### src/rtl/muldiv_pkg.sv
// Shared types and helpers for the iterative RV64M multiply/divide unit.
package muldiv_pkg;

    localparam int XLEN  = 64;
    localparam int CNT_W = 7;

    typedef enum logic [2:0] {
        OP_MUL    = 3'd0,
        OP_MULH   = 3'd1,
        OP_MULHSU = 3'd2,
        OP_MULHU  = 3'd3,
        OP_DIV    = 3'd4,
        OP_DIVU   = 3'd5,
        OP_REM    = 3'd6,
        OP_REMU   = 3'd7
    } muldiv_op_t;

    typedef enum logic [1:0] {IDLE, CALC, FIX, DONE} muldiv_state_t;

    function automatic logic is_signed_a(muldiv_op_t op);
        return op inside {OP_MULH, OP_MULHSU, OP_DIV, OP_REM};
    endfunction

    function automatic logic is_signed_b(muldiv_op_t op);
        return op inside {OP_MULH, OP_DIV, OP_REM};
    endfunction

    function automatic logic is_div(muldiv_op_t op);
        return op[2];
    endfunction

endpackage

### src/rtl/muldiv_if.sv
// Request/result bundle between the control unit (master) and the muldiv unit (slave).
interface muldiv_if;
    import muldiv_pkg::*;

    logic            start;
    muldiv_op_t      op;
    logic [XLEN-1:0] rs1;
    logic [XLEN-1:0] rs2;
    logic            busy;
    logic            done;
    logic [XLEN-1:0] result;

    modport master (output start, op, rs1, rs2, input busy, done, result);
    modport slave  (input start, op, rs1, rs2, output busy, done, result);

endinterface

### src/rtl/muldiv_signfix.sv
// Sign handling around the unsigned core: operand magnitudes at entry,
// final negation, result selection and divide-by-zero overrides at the end.
module muldiv_signfix
    import muldiv_pkg::*;
(
    input  muldiv_op_t        op,
    input  logic [XLEN-1:0]   rs1,
    input  logic [XLEN-1:0]   rs2,
    output logic [XLEN-1:0]   magA,
    output logic [XLEN-1:0]   magB,
    output logic              negate,
    input  muldiv_op_t        fixOp,
    input  logic [2*XLEN-1:0] acc,
    input  logic              fixNegate,
    input  logic              divZero,
    input  logic [XLEN-1:0]   rs1Held,
    output logic [XLEN-1:0]   fixResult
);

    logic              negA;
    logic              negB;
    logic [2*XLEN-1:0] product;
    logic [XLEN-1:0]   quotient;
    logic [XLEN-1:0]   remainder;

    always_comb begin
        negA   = is_signed_a(op) & rs1[XLEN-1];
        negB   = is_signed_b(op) & rs2[XLEN-1];
        magA   = negA ? -rs1 : rs1;
        magB   = negB ? -rs2 : rs2;
        // The remainder takes the dividend's sign; everything else the XOR.
        negate = (op == OP_REM) ? negA : (negA ^ negB);
    end

    always_comb begin
        product   = fixNegate ? -acc : acc;
        quotient  = fixNegate ? -acc[XLEN-1:0] : acc[XLEN-1:0];
        remainder = fixNegate ? -acc[2*XLEN-1:XLEN] : acc[2*XLEN-1:XLEN];
        unique case (fixOp)
            OP_MUL:                      fixResult = product[XLEN-1:0];
            OP_MULH, OP_MULHSU, OP_MULHU: fixResult = product[2*XLEN-1:XLEN];
            OP_DIV, OP_DIVU:             fixResult = divZero ? '1 : quotient;
            default:                     fixResult = divZero ? rs1Held : remainder;
        endcase
    end

endmodule

### src/rtl/muldiv_unit.sv
// Iterative RV64M multiply/divide: shift-add multiply and restoring divide,
// one bit per cycle, fixed latency regardless of op or operands.
module muldiv_unit
    import muldiv_pkg::*;
(
    input  logic     clock,
    input  logic     reset,
    muldiv_if.slave  bus
);

    muldiv_state_t     state, nextState;
    logic [CNT_W-1:0]  count;
    muldiv_op_t        opReg;
    logic [2*XLEN-1:0] acc;
    logic [XLEN-1:0]   operand;
    logic              negReg;
    logic              divZeroReg;
    logic [XLEN-1:0]   rs1Reg;
    logic [XLEN-1:0]   resultReg;

    logic [XLEN-1:0]   magA, magB, fixResult;
    logic              negate;
    logic              accept;

    logic [XLEN:0]     mulSum;
    logic [2*XLEN-1:0] mulNext;
    logic [XLEN:0]     divTmp;
    logic [XLEN:0]     divDiff;
    logic              divGe;
    logic [2*XLEN-1:0] divNext;

    muldiv_signfix signFix (
        .op        (bus.op),
        .rs1       (bus.rs1),
        .rs2       (bus.rs2),
        .magA      (magA),
        .magB      (magB),
        .negate    (negate),
        .fixOp     (opReg),
        .acc       (acc),
        .fixNegate (negReg),
        .divZero   (divZeroReg),
        .rs1Held   (rs1Reg),
        .fixResult (fixResult)
    );

    assign accept     = (state == IDLE) && bus.start;
    assign bus.busy   = (state != IDLE);
    assign bus.done   = (state == DONE);
    assign bus.result = resultReg;

    // Multiply keeps {partial, multiplier} in acc and shifts right;
    // divide keeps {remainder, dividend/quotient} and shifts left.
    always_comb begin
        mulSum  = {1'b0, acc[2*XLEN-1:XLEN]} + (acc[0] ? {1'b0, operand} : '0);
        mulNext = {mulSum, acc[XLEN-1:1]};
        divTmp  = {acc[2*XLEN-1:XLEN], acc[XLEN-1]};
        divDiff = divTmp - {1'b0, operand};
        divGe   = (divTmp >= {1'b0, operand});
        divNext = {(divGe ? divDiff[XLEN-1:0] : divTmp[XLEN-1:0]), acc[XLEN-2:0], divGe};
    end

    // NOTE: every combinational output gets a default first so no latch is inferred.
    always_comb begin
        nextState = state;
        unique case (state)
            IDLE: if (bus.start) nextState = CALC;
            CALC: if (count == CNT_W'(XLEN-1)) nextState = FIX;
            FIX:  nextState = DONE;
            DONE: nextState = IDLE;
            default: nextState = IDLE;
        endcase
    end

    // NOTE: sequential state uses non-blocking assignments so all registers update together.
    always_ff @(posedge clock or negedge reset) begin
        if (!reset) begin
            state <= IDLE;
        end else begin
            state <= nextState;
        end
    end

    always_ff @(posedge clock or negedge reset) begin
        if (!reset) begin
            count      <= '0;
            opReg      <= OP_MUL;
            acc        <= '0;
            operand    <= '0;
            negReg     <= 1'b0;
            divZeroReg <= 1'b0;
            rs1Reg     <= '0;
            resultReg  <= '0;
        end else if (accept) begin
            count      <= '0;
            opReg      <= bus.op;
            rs1Reg     <= bus.rs1;
            negReg     <= negate;
            divZeroReg <= (bus.rs2 == '0);
            operand    <= is_div(bus.op) ? magB : magA;
            acc        <= {{XLEN{1'b0}}, (is_div(bus.op) ? magA : magB)};
        end else if (state == CALC) begin
            count <= count + 1'b1;
            acc   <= is_div(opReg) ? divNext : mulNext;
        end else if (state == FIX) begin
            resultReg <= fixResult;
        end
    end

endmodule

### src/flat_wrapper.sv
// flat-port wrapper written by rule: the top's interface ports become plain ports
module muldiv_unit_flat import muldiv_pkg::*;
  (clock, reset, bus_start, bus_op, bus_rs1, bus_rs2, bus_busy, bus_done, bus_result);
  muldiv_if bus_i ();
  input  logic clock;
  input  logic reset;
  input wire logic [$bits(bus_i.start)-1:0] bus_start;
  input wire logic [$bits(bus_i.op)-1:0] bus_op;
  input wire logic [$bits(bus_i.rs1)-1:0] bus_rs1;
  input wire logic [$bits(bus_i.rs2)-1:0] bus_rs2;
  output wire logic [$bits(bus_i.busy)-1:0] bus_busy;
  output wire logic [$bits(bus_i.done)-1:0] bus_done;
  output wire logic [$bits(bus_i.result)-1:0] bus_result;
  assign bus_i.start = bus_start;
  assign bus_i.op = bus_op;
  assign bus_i.rs1 = bus_rs1;
  assign bus_i.rs2 = bus_rs2;
  assign bus_busy = bus_i.busy;
  assign bus_done = bus_i.done;
  assign bus_result = bus_i.result;
  muldiv_unit u_core (.clock(clock), .reset(reset), .bus(bus_i));
endmodule
### config.mk
export PLATFORM = sky130hd
export DESIGN_NAME = muldiv_unit_flat
export DESIGN_NICKNAME = d
export VERILOG_FILES = /design/src/rtl/muldiv_pkg.sv /design/src/rtl/muldiv_if.sv /design/src/rtl/muldiv_signfix.sv /design/src/rtl/muldiv_unit.sv /design/src/flat_wrapper.sv
export SDC_FILE = /design/constraint.sdc
export NUM_CORES = 2
export LEC_CHECK = 0
export BUFFER_PORTS_ARGS = -buffer_cell sky130_fd_sc_hd__buf_2
export CAP_MARGIN = 30
export CELL_PAD_IN_SITES_DETAIL_PLACEMENT = 1
export CELL_PAD_IN_SITES_GLOBAL_PLACEMENT = 1
export CORE_ASPECT_RATIO = 0.5
export CORE_UTILIZATION = 47
export DETAILED_ROUTE_END_ITERATION = 7
export GPL_TIMING_DRIVEN = 0
export HOLD_SLACK_MARGIN = 0.1
export PLACE_DENSITY_LB_ADDON = 0.1
export SETUP_SLACK_MARGIN = 0.15
export SLEW_MARGIN = 20
export SYNTH_ARGS = -nofsm -noshare
export SYNTH_HDL_FRONTEND = slang
export SYNTH_SLANG_ARGS = --single-unit
### constraint.sdc
create_clock -name clock -period 4.5 [get_ports clock]
set_input_delay 0.9 -clock clock [delete_from_list [all_inputs] [get_ports clock]]
set_output_delay 0.9 -clock clock [all_outputs]
set_load 0.03 [all_outputs]
== Word-level counts from Yosys, hierarchy flattened ==
Cells that the tools add are included.
Operators by class
  add/subtract/negate cells: 8
  magnitude comparators: 1
  equality and inequality tests: 15
  multiplexer cells: 21
  bitwise gates (word level): 5
  reductions and logical operators: 12
Operators with widths (number)
  two-way mux 64 bit: 10
  two-way mux 128 bit: 4
  negation 64 bit: 4
  case mux 64 bit (3 select lines): 1
  negation 128 bit: 1
  adder 64 x 64 -> 65 bit: 1
  >= comparator 65 x 64 -> 1 bit: 1
  zero test 64 bit: 1
  subtractor 64 bit: 1
  two-way mux 7 bit: 2
  == test 3 bit, second input constant: 4
  == test 3 x 2 -> 1 bit, second input constant: 3
  case mux 2 bit (4 select lines): 1
  adder 7 x 1 -> 7 bit, second input constant: 1
  == test 7 x 6 -> 1 bit, second input constant: 1
  == test 3 x 1 -> 1 bit, second input constant: 2
  == test 2 bit, second input constant: 2
  two-way mux 2 bit: 2
  nonzero test 2 bit: 2
  nonzero test 4 bit: 1
  zero test 3 bit: 1
  AND reduction 3 bit: 1
  nonzero test 3 bit: 1
  OR reduction 3 bit: 1
  11 further kinds: 13
Word-level totals
  flip-flop bits (word level): 334
  output and inout bits: 66
  logic and storage cells: 71

== Depth between registers and ports, before layout ==
  depth in word-level cells: 6
  depth in mapped cells: 17
  mapped depth without buffers: 15

== Modules after synthesis ==
From an unflattened synthesis, not the netlist that was laid out.
Second synthesis, totals
  cells, all modules: 4459
  area total of the unflattened synthesis: 34277.9 sq um
Modules (own cells, without submodules)
  muldiv_unit: times used 1, cells an instance 2903, area an instance 24459.7 sq um
  muldiv_signfix: times used 1, cells an instance 1556, area an instance 9818.2 sq um

== Worst setup path before layout ==
OpenSTA, ideal clock, no wires.
  path kind: flip-flop to flip-flop
  start point: reg u_core.acc[0]
  end point: reg u_core.acc[122]
  library setup time: 135 ps
  arrival time: 3632 ps
  slack: 734 ps
  stages on the path, launching flop included: 15
  clock period less this slack: 3766 ps
  cells stage by stage: dfrtp_1 > inv_2 > clkbuf_1 > nor2_1 > ha_1 > clkbuf_1 > nand2_1 > or3_1 > or4_1 > o31ai_1 > a221o_1 > a21boi_0 > o21ai_0 > mux2i_1 > a211oi_1
Between the ends
  longest elaborated chain between the ends: 5
Ends and longest elaborated chain
  start: declaration: line muldiv_unit.sv:14  | logic [2*XLEN-1:0] acc;
  start signal: assignment: line muldiv_unit.sv:101  | acc <= {{XLEN{1'b0}}, (is_div(bus.op) ? magA : magB)};
  start signal: assignment: line muldiv_unit.sv:104  | acc <= is_div(opReg) ? divNext : mulNext;
  two-way mux 64 bit: line muldiv_unit.sv:55  | mulSum = {1'b0, acc[2*XLEN-1:XLEN]} + (acc[0] ? {1'b0, operand} : '0);
  adder 64 x 64 -> 65 bit: line muldiv_unit.sv:55
  two-way mux 128 bit: line muldiv_unit.sv:104
  two-way mux 128 bit: line muldiv_unit.sv:102  | end else if (state == CALC) begin
  two-way mux 128 bit: line muldiv_unit.sv:94  | end else if (accept) begin
No other way between the ends. The select of a mux whose other input is x is not followed.
A chain may end at the register's enable or synchronous reset.

== Final worst setup path ==
  start point: reg u_core.state[1]
  end point: reg u_core.operand[1]
Between the ends
  longest elaborated chain between the ends: 2
Ends and longest elaborated chain
  start: declaration: line muldiv_unit.sv:11  | muldiv_state_t state, nextState;
  start signal: assignment: line muldiv_unit.sv:80  | state <= nextState;
  zero test 2 bit: line muldiv_unit.sv:47  | assign accept = (state == IDLE) && bus.start;
  logical AND 1 bit: line muldiv_unit.sv:47
  end signal: assignment: line muldiv_unit.sv:100  | operand <= is_div(bus.op) ? magB : magA;
  end: declaration: line muldiv_unit.sv:15  | logic [XLEN-1:0] operand;
No other way between the ends.

==> impl_metrics.json <==
{
  "grt_usage_pct": 54.5,
  "numCtsBuffers": 36,
  "grt_pass1_vias": 40200,
  "drv_cap": 0,
  "rsz0062_at_grt": "true",
  "yosysMostFrequentCell": "nand2_1",
  "wl_um": 201000,
  "nNetsFinal": 5067,
  "clk_latency_ns": 0.60,
  "ys_seq_area_share_pct": 25.5,
  "relSlewSlack_pct": 13.7,
  "cp_data_required_time_ns": 4.91,
  "crit_path_max_fanout": 10,
  "crit_top_cell": "clkbuf_1",
  "place_congestion": 1.22,
  "cts_sinks": 334,
  "hold_path.class": "primary input to async pin",
  "vias": 42100,
  "cpPeakStageDelay_ns": 0.85,
  "worstReg2RegStart": "u_core.state[1]",
  "grt_start_max_net_pins": 90,
  "synth_top_cells_by_count": "nand2_1, o21ai_0, nor2_1",
  "drtAntennaViolNets": 0,
  "r2r_slack_ns": -0.36,
  "drv_slew": 0,
  "synth_edf_count": 0,
  "ir_drop_mv": 0.236,
  "violations": "setup timing",
  "die_area_um2": 70800,
  "ys.flop_type": "dfrtp_1",
  "dp_hpwl_um": 160000,
  "crit_arrival_ns": 5.27,
  "core_um2": 67900,
  "status": "finished, violations left",
  "crit_family": "buffers and inverters",
  "yosysTopAreaCell": "dfrtp_1",
  "syn_inst": 4497,
  "drive_gt1_share_pct": 10.8,
  "cts.root.buffer_cell": "clkbuf_16",
  "numPortBuffers": 199,
  "r2r_cells": 9,
  "wl_per_cell_um": 35.0,
  "pwr_density_cell_nw_per_um2": 188,
  "p_leak_nw": 16.1,
  "vias_per_cell": 7.33,
  "synth_nets": 4771,
  "io_pins": 200,
  "synth_area_leaders": "dfrtp_1, nand2_1, o21ai_0",
  "cts_hold_buf": 0,
  "critical_path_buf_inv_count": 5,
  "fin_tns_setup_ns": -1.24,
  "setup_viol": 16,
  "cts_buffer_depth": 3,
  "finClkSkew_ns": 0.0350,
  "syn_area_per_cell_um2": 7.28,
  "area_delta_synth_final_pct": 14.5,
  "stdcell_area_um2": 37500,
  "h-tree-depth": 2,
  "postLayoutSetupSlackWorst_ns": -0.360,
  "tightest_slew_ns": 1.30,
  "ys_ff_latch": 334,
  "startpoint_type": "flop",
  "drt_iter0_drc": 6878,
  "dieHeight_um": 189,
  "r2r-end": "u_core.operand[1]",
  "yosysWarnings": 0,
  "fmax_mhz": 206,
  "cts.clk_slew.worst_paths_ns": 0.07,
  "finalHoldViolations": 0,
  "grt_first_pass_wirelength_um": 279000,
  "cp_slowest_cell": "clkbuf_1",
  "synth_top_area_share_pct": 25.5,
  "async_reset_ff_share_pct": 100,
  "start_util_pct": 48.2,
  "cp-end-kind": "flop",
  "row_count": 67,
  "antenna_found_initial": 31,
  "fin_crit_ns": 4.86,
  "tritoncts": "yes",
  "drc": 0,
  "synth_cell_types": 97,
  "drtPass1Iterations": 8,
  "syn_area_um2": 32800,
  "finalPower_w": 0.00705,
  "die_w_um": 375,
  "whs_ns": 0.215,
  "grt.overflow.total": 0,
  "finalCritPeriodShare_pct": 108,
  "criticalPathCategory": "flop to flop",
  "placed_cell_area_um2": 35200,
  "path_cells": "inv_1, ha_1, and2_1, clkbuf_1, clkbuf_1, clkbuf_1, clkbuf_1, o211ai_1, o21ai_0"
}
[metrics by stage]
step	util, %	instances	setup slack (ns)
6_report	55.2	5743	-0.360
5_1_grt	55.2	5725	0.0395
4_1_cts	54.1	5683	0.153
3_5_place_dp	51.8	5616	-1.04
3_3_place_gp	51.4	5593	-4.19
2_1_floorplan	-	4497	0.734
[worst max path at each step]
stage | startpoint | end | slack [ns] | cells after the start
after CTS | u_core.acc[71] | u_core.acc[127] | 0.15 | 12
after global routing | u_core.state[0] | u_core.operand[1] | 0.04 | 9
after floorplan | u_core.acc[0] | u_core.acc[122] | 0.73 | 14
final | u_core.state[1] | u_core.operand[1] | -0.36 | 9
after detailed placement | u_core.acc[0] | u_core.acc[127] | -1.04 | 16
after global placement | reset | u_core.acc[101] | -4.19 | 1
[layout by cell type (no fill, tap or decap), drive strengths merged, types with 16 or more instances in the layout]
| cell type | n |
|---|---|
| nand2 | 675 |
| nor4 | 40 |
| o221ai | 42 |
| xor2 | 196 |
| o21bai | 34 |
| a21boi | 16 |
| dfrtp | 334 |
| a31oi | 35 |
| buf | 304 |
| o31ai | 57 |
| clkbuf | 373 |
| mux2i | 90 |
| or3 | 50 |
| o21a | 27 |
| nor2b | 18 |
| nand2b | 27 |
| a211oi | 22 |
| a21oi | 409 |
| o211ai | 86 |
| a311oi | 18 |
| and2 | 21 |
| ha | 138 |
| nand4 | 72 |
| xnor2 | 221 |
| o21ai | 453 |
| inv | 123 |
| nand3 | 60 |
| or2 | 18 |
| or4 | 40 |
| o41ai | 36 |
| and3 | 19 |
| diode | 27 |
| nor3 | 77 |
| nor2 | 408 |
| a21o | 63 |
| a221oi | 35 |
[per-layer routing]
metal	global-route usage (%)	vias to the layer above	part of all wire, %
met3	32.9	981	18
li1	-	16700	-
met1	67.2	20700	37
met2	72.6	3676	37
met4	28.8	36	6.8
met5	4.18	-	0.32
[worst reg2reg max path, cell delays in order, from the launching register on]
cell,delay [ns]
dfrtp_1,0.42
inv_1,0.13
ha_1,0.20
and2_1,0.13
clkbuf_1,0.61
clkbuf_1,0.66
clkbuf_1,0.86
clkbuf_1,0.65
o211ai_1,0.61
o21ai_0,0.45
[where the power goes]
group	internal [W]	total, W	leakage [nW]	switching (W)
combinational	0.000198	0.000768	11.3	0.000570
clock	0.00178	0.00328	0.572	0.00151
sequential	0.00300	0.00300	4.21	0
total	0.00497	0.00705	16.1	0.00208
[cell families (layout without fill, tap and decap cells)]
group,after synthesis,after routing,share of synthesized area [%]
flops,334,334,25.5
buf+inv,499,821,5.76
simple gates,1565,1565,21.8
xor+xnor,417,417,11.2
other cells,0,27,0
fa+ha+maj,140,140,5.39
compound gates,1447,1447,27.5
mux,95,95,2.92
[registers in the layout, indices dropped and copies added, names as in the netlist]
name	cells
u_core.acc	128
u_core.opReg	3
u_core.state	2
u_core.count	7
u_core.operand	64
u_core.divZeroReg	1
u_core.bus.result	64
u_core.rs1Reg	64
u_core.negReg	1
[timing repair]
| action | in CTS | in global routing |
|---|---|---|
| setup endpoints to repair | 109 | 134 |
| resized for setup | 94 | 124 |
| pin swaps | 3 | 13 |
| endpoints found under the hold margin | 0 | 0 |
| setup buffers | 3 | 15 |
[layout make-up]
cell class | instances | area (um^2)
multi-input combinational | 3664 | 23100
antenna | 27 | 67.6
buffer | 373 | 1530
clock buffer | 49 | 1020
timing repair buffer | 258 | 1610
tap | 897 | 1120
fill | 8740 | 30400
inverter | 126 | 479
clock inverter | 15 | 174
sequential | 334 | 8370
No activity file was read; power rests on OpenSTA's default activity.
